===== src/rtl/speed_cmd_encoder.sv =====
// Front-panel button front end: per-button 2-FF sync, debounce, rising-edge detect,
// and a hold-to-repeat FSM that emits one-cycle speed_up/speed_down/speed_rst pulses.
module speed_cmd_encoder #(
    parameter int unsigned DEBOUNCE_CYCLES = 1_000_000,
    parameter int unsigned REPEAT_DELAY    = 50_000_000,
    parameter int unsigned REPEAT_PERIOD   = 10_000_000,
    parameter int unsigned CNT_W           = 32
) (
    input  logic clk,
    input  logic rst_n,
    input  logic btn_up,
    input  logic btn_down,
    input  logic btn_rst,
    output logic speed_up,
    output logic speed_down,
    output logic speed_rst,
    output logic held
);

    localparam logic [CNT_W-1:0] DB_LAST     = CNT_W'(DEBOUNCE_CYCLES - 1);
    localparam logic [CNT_W-1:0] DELAY_LAST  = CNT_W'(REPEAT_DELAY - 1);
    localparam logic [CNT_W-1:0] PERIOD_LAST = CNT_W'(REPEAT_PERIOD - 1);

    typedef enum logic [1:0] {S_IDLE, S_HOLD, S_REPEAT, S_RSTWAIT} state_t;

    function automatic logic [CNT_W-1:0] sat_inc(input logic [CNT_W-1:0] v);
        return (v == '1) ? v : v + CNT_W'(1);
    endfunction

    // Bit order in the per-button vectors: [0]=up, [1]=down, [2]=rst
    logic [2:0]       r_sync1, r_sync2, r_deb, r_deb_prev;
    logic [CNT_W-1:0] r_db_cnt [3];
    logic [2:0]       w_rise;

    state_t           r_state, w_state_nxt;
    logic             r_dir, w_dir_nxt;          // 0 = up, 1 = down
    logic [CNT_W-1:0] r_rep_cnt, w_rep_nxt, w_rep_last;
    logic             r_up, r_dn, r_rst, r_held;
    logic             w_up_nxt, w_dn_nxt, w_rst_nxt, w_held_nxt;
    logic             w_u, w_d, w_r, w_lat, w_opp;

    always_ff @(posedge clk) begin
        if (!rst_n) begin
            r_sync1    <= '0;
            r_sync2    <= '0;
            r_deb      <= '0;
            r_deb_prev <= '0;
            for (int i = 0; i < 3; i++) r_db_cnt[i] <= '0;
        end else begin
            r_sync1    <= {btn_rst, btn_down, btn_up};
            r_sync2    <= r_sync1;
            r_deb_prev <= r_deb;
            for (int i = 0; i < 3; i++) begin
                if (r_sync2[i] == r_deb[i]) begin
                    r_db_cnt[i] <= '0;
                end else if (r_db_cnt[i] >= DB_LAST) begin
                    r_deb[i]    <= ~r_deb[i];
                    r_db_cnt[i] <= '0;
                end else begin
                    r_db_cnt[i] <= sat_inc(r_db_cnt[i]);
                end
            end
        end
    end

    assign w_rise     = r_deb & ~r_deb_prev;
    assign w_u        = r_deb[0];
    assign w_d        = r_deb[1];
    assign w_r        = r_deb[2];
    assign w_lat      = r_dir ? w_d : w_u;
    assign w_opp      = r_dir ? w_u : w_d;
    assign w_rep_last = (r_state == S_HOLD) ? DELAY_LAST : PERIOD_LAST;

    always_comb begin
        w_state_nxt = r_state;
        w_dir_nxt   = r_dir;
        w_rep_nxt   = r_rep_cnt;
        w_up_nxt    = 1'b0;
        w_dn_nxt    = 1'b0;
        w_rst_nxt   = 1'b0;
        case (r_state)
            S_IDLE: begin
                if (w_rise[2]) begin
                    w_rst_nxt   = 1'b1;
                    w_state_nxt = S_RSTWAIT;
                end else if (w_rise[0] && !w_d) begin
                    w_up_nxt    = 1'b1;
                    w_dir_nxt   = 1'b0;
                    w_rep_nxt   = '0;
                    w_state_nxt = S_HOLD;
                end else if (w_rise[1] && !w_u) begin
                    w_dn_nxt    = 1'b1;
                    w_dir_nxt   = 1'b1;
                    w_rep_nxt   = '0;
                    w_state_nxt = S_HOLD;
                end
            end
            S_HOLD, S_REPEAT: begin
                if (w_r) begin
                    w_rst_nxt   = 1'b1;
                    w_state_nxt = S_RSTWAIT;
                end else if (w_opp || !w_lat) begin
                    // Conflict or release: drop out silently
                    w_state_nxt = S_IDLE;
                end else if (r_rep_cnt >= w_rep_last) begin
                    w_up_nxt    = ~r_dir;
                    w_dn_nxt    = r_dir;
                    w_rep_nxt   = '0;
                    w_state_nxt = S_REPEAT;
                end else begin
                    w_rep_nxt   = sat_inc(r_rep_cnt);
                end
            end
            S_RSTWAIT: begin
                if (!(w_u || w_d || w_r)) w_state_nxt = S_IDLE;
            end
            default: w_state_nxt = S_IDLE;
        endcase
        w_held_nxt = (w_state_nxt == S_HOLD) || (w_state_nxt == S_REPEAT);
    end

    always_ff @(posedge clk) begin
        if (!rst_n) begin
            r_state   <= S_IDLE;
            r_dir     <= 1'b0;
            r_rep_cnt <= '0;
            r_up      <= 1'b0;
            r_dn      <= 1'b0;
            r_rst     <= 1'b0;
            r_held    <= 1'b0;
        end else begin
            r_state   <= w_state_nxt;
            r_dir     <= w_dir_nxt;
            r_rep_cnt <= w_rep_nxt;
            r_up      <= w_up_nxt;
            r_dn      <= w_dn_nxt;
            r_rst     <= w_rst_nxt;
            r_held    <= w_held_nxt;
        end
    end

    assign speed_up   = r_up;
    assign speed_down = r_dn;
    assign speed_rst  = r_rst;
    assign held       = r_held;

endmodule


===== config.mk =====
export PLATFORM = sky130hd
export DESIGN_NAME = speed_cmd_encoder
export DESIGN_NICKNAME = d
export VERILOG_FILES = /design/src/rtl/speed_cmd_encoder.sv
export SDC_FILE = /design/constraint.sdc
export NUM_CORES = 1
export LEC_CHECK = 0
export CAP_MARGIN = 5
export CORE_ASPECT_RATIO = 0.75
export CORE_MARGIN = 3
export CORE_UTILIZATION = 51
export DETAILED_ROUTE_END_ITERATION = 8
export PLACE_DENSITY_LB_ADDON = 0.2
export SYNTH_ARGS = -nofsm -noshare
export SYNTH_HDL_FRONTEND = slang
export SYNTH_SLANG_ARGS = --single-unit

===== constraint.sdc =====
create_clock -name clk -period 2.9 [get_ports clk]
set_input_delay 0.725 -clock clk [delete_from_list [all_inputs] [get_ports clk]]
set_output_delay 0.725 -clock clk [all_outputs]
set_load 0.02 [all_outputs]

==> impl_metrics.toml <==
[grt]
grt_pass1_wl_mm = 23.2
track_usage_pct = 18.8
grt_start_max_net_pins = 22
grt_pass1_vias = 5164
grt-ovfl-total = 0
antenna_found_initial = 0

[synthesis]
netlist_top_cells_count = "nor2_1, edfxtp_1, dfxtp_1"
ys_ff_latch = 147
synth_edf_count = 96
async_flop_share_pct = 0
yosysTopAreaCell = "edfxtp_1"
syn-instance-count = 673
yosysWarnings = 0
synth_top_area_share_pct = 40.5
post_synth_num_cell_types = 68
synth.avg_cell_area_sq_um = 10.6
synth_top_flop_cell = "edfxtp_1"
syn_area_sq_um = 7120
yosys-top-cells-area = "edfxtp_1, dfxtp_1, nor2_1"
yosysSeqAreaShare_pct = 54.8
yosys.cell_count.top_type = "nor2_1"

[sta]
setup_viol = 0
slew_headroom_pct = 55.8
finalSetupTns_ps = 0
finalMaxSlewViolations = 0
max_freq_ghz = 0.370
min_period_ps = 2700
rsz0062_at_grt = "false"
hold_slack_ps = 436
skew_ps = 14.4
fin_crit_sh_pct = 93.2
hold_viol_final = 0
tightest_slew_ps = 663

[floorplan]
io_pins = 9
placementRows = 36
initial_core_util_pct = 53.4
die_area_sq_um = 15400
die_x_microns = 142
die_height_microns = 108
core_sq_um = 13300

[power_and_ir_drop]
power.density_nw_per_um2 = 641
power_mw = 5.43
peakVddDrop_v = 0.000498
p_leak_nw = 3.10

[route]
drc = 0
ant_nets = 0
routed_wl_mm = 13.0
wl_per_cell_microns = 13.0
routed_via_density = 5.09
first_pass_iters = 5
drt_iter0_markers = 336
vias = 5097

[critical_path]
crit_path_end_kind = "register"
startpoint_type = "register"
crit_arrival_ps = 3030
worstPathMaxFanout = 12
r2r_slack_ps = 200
criticalPathCategory = "register to register"
cp_data_required_time_ps = 3230

[placed_design]
placed_area_sq_um = 7870
routabilityCongestion = 0.800
dp_hpwl_mm = 9.10
portBuffers = 8

[cells_and_area]
drive_gt1_share_pct = 7.35
multi_input_area_sq_um = 3550
area_growth_syn_to_layout_pct = 19.0
nFillCells = 1092
layout.nets = 837
final_cell_area_sq_um = 8470
antennaDiodeCount = 0
seq_area_sq_um = 3900

[hold_path]
hp-class = "register to register"

[clocking]
cts_setup_buffers = 0
cts_resized = 0
clkTransAtPathRegs_ps = 60
htreeDepth = 4
cts_tree = "built"
clock_path_buffers = 2
cts-root-buf = "clkbuf_16"
cts_num_sinks = 147
insertion_delay_ps = 420
hold_buffers = 0
cts_inserted_buffers = 17

[run_status]
outcome = "complete, no violations"

[flow_run]
cap_violations = 0
-- state kept, by name (all words and copies together) (netlist names), 2 cells and up --
| signal | cells |
|---|---|
| r_state | 2 |
| r_db_cnt | 96 |
| r_deb_prev | 3 |
| r_deb | 3 |
| r_rep_cnt | 32 |
| r_sync2 | 3 |
| r_sync1 | 3 |
-- critical path, cell delays in order, from the launching register on --
cell	delay (ps)
dfxtp_1	410
inv_1	80
ha_1	240
inv_2	130
ha_1	250
and4_1	200
nand3_1	180
o221ai_2	190
a2111oi_4	460
buf_6	200
o21ai_1	70
a211oi_1	210
-- report_power, final --
group          internal [mW]  leakage [nW]  total, mW  switching (mW)
logic                  0.317          1.44      0.875           0.558
clock network           1.34         0.272       2.15           0.812
registers               2.33          1.38       2.41          0.0730
total                   3.99          3.10       5.43            1.44
-- final timing paths --
path	startpoint	to	cells after the start
max reg2reg	r_state[1]	r_rep_cnt[6]	11
min	r_sync1[1]	r_sync2[1]	1
max	r_state[1]	r_rep_cnt[6]	11
min reg2reg	r_sync1[1]	r_sync2[1]	1
-- stage by stage --
stage | util (%) | std cells | setup slack [ps]
after floorplan | - | 803 | 321
after global placement | 59.0 | 969 | 204
after global routing | 63.5 | 1001 | 11.7
after CTS | 63.3 | 1001 | 49.0
final | 63.5 | 1001 | 198
after detailed placement | 59.0 | 969 | 51.6
-- per-layer routing --
layer  vias to the layer above  track usage [%]  share of wire, %
met1                      2422             23.5                46
met2                        94             31.5                49
met5                         -                0                 0
met3                        11             4.91               4.0
li1                       2570                -                 -
met4                         0             6.78               1.1
-- area by class of cell --
class,count,area share [%]
timing repair buffer,16,1.70
inverter,23,1.02
clock inverter,12,1.64
tap,171,2.53
clock buffer,20,5.16
multi-input combinational,612,41.9
sequential,147,46.1
-- layout by cell type, fill, tap and decap left out, types with 3 or more instances in the layout --
cell type,count
and4_1,7
clkbuf_1,3
and2_1,12
nor4_1,15
clkdlybuf4s50_1,8
nor3_1,15
o21ai_0,19
clkbuf_16,17
clkinv_2,3
inv_1,21
nor2b_1,4
clkinvlp_4,3
nand2_1,48
edfxtp_1,96
buf_4,7
nand2b_1,6
a31oi_1,7
mux2i_1,3
clkinv_1,4
conb_1,132
nor2_1,115
dfxtp_1,51
nand4_1,12
nand3_1,31
a41oi_1,4
xnor2_1,39
bufinv_16,3
xor2_1,29
o31ai_1,3
and3_1,16
or3_1,4
a21oi_1,17
o21ai_1,5
ha_1,15
a21o_1,3
-- kinds of logic (layout without fill, tap and decap cells) --
group	Yosys count	in the layout	share of synthesized area (%)
buf+inv	44	71	2.53
mux	3	3	0.422
other cells	2	132	0.106
xor+xnor	68	68	8.37
flops	147	147	54.8
simple gates	307	307	21.5
fa+ha+maj	15	15	2.64
compound gates	87	87	9.56
No activity file was read; power rests on OpenSTA's default activity.
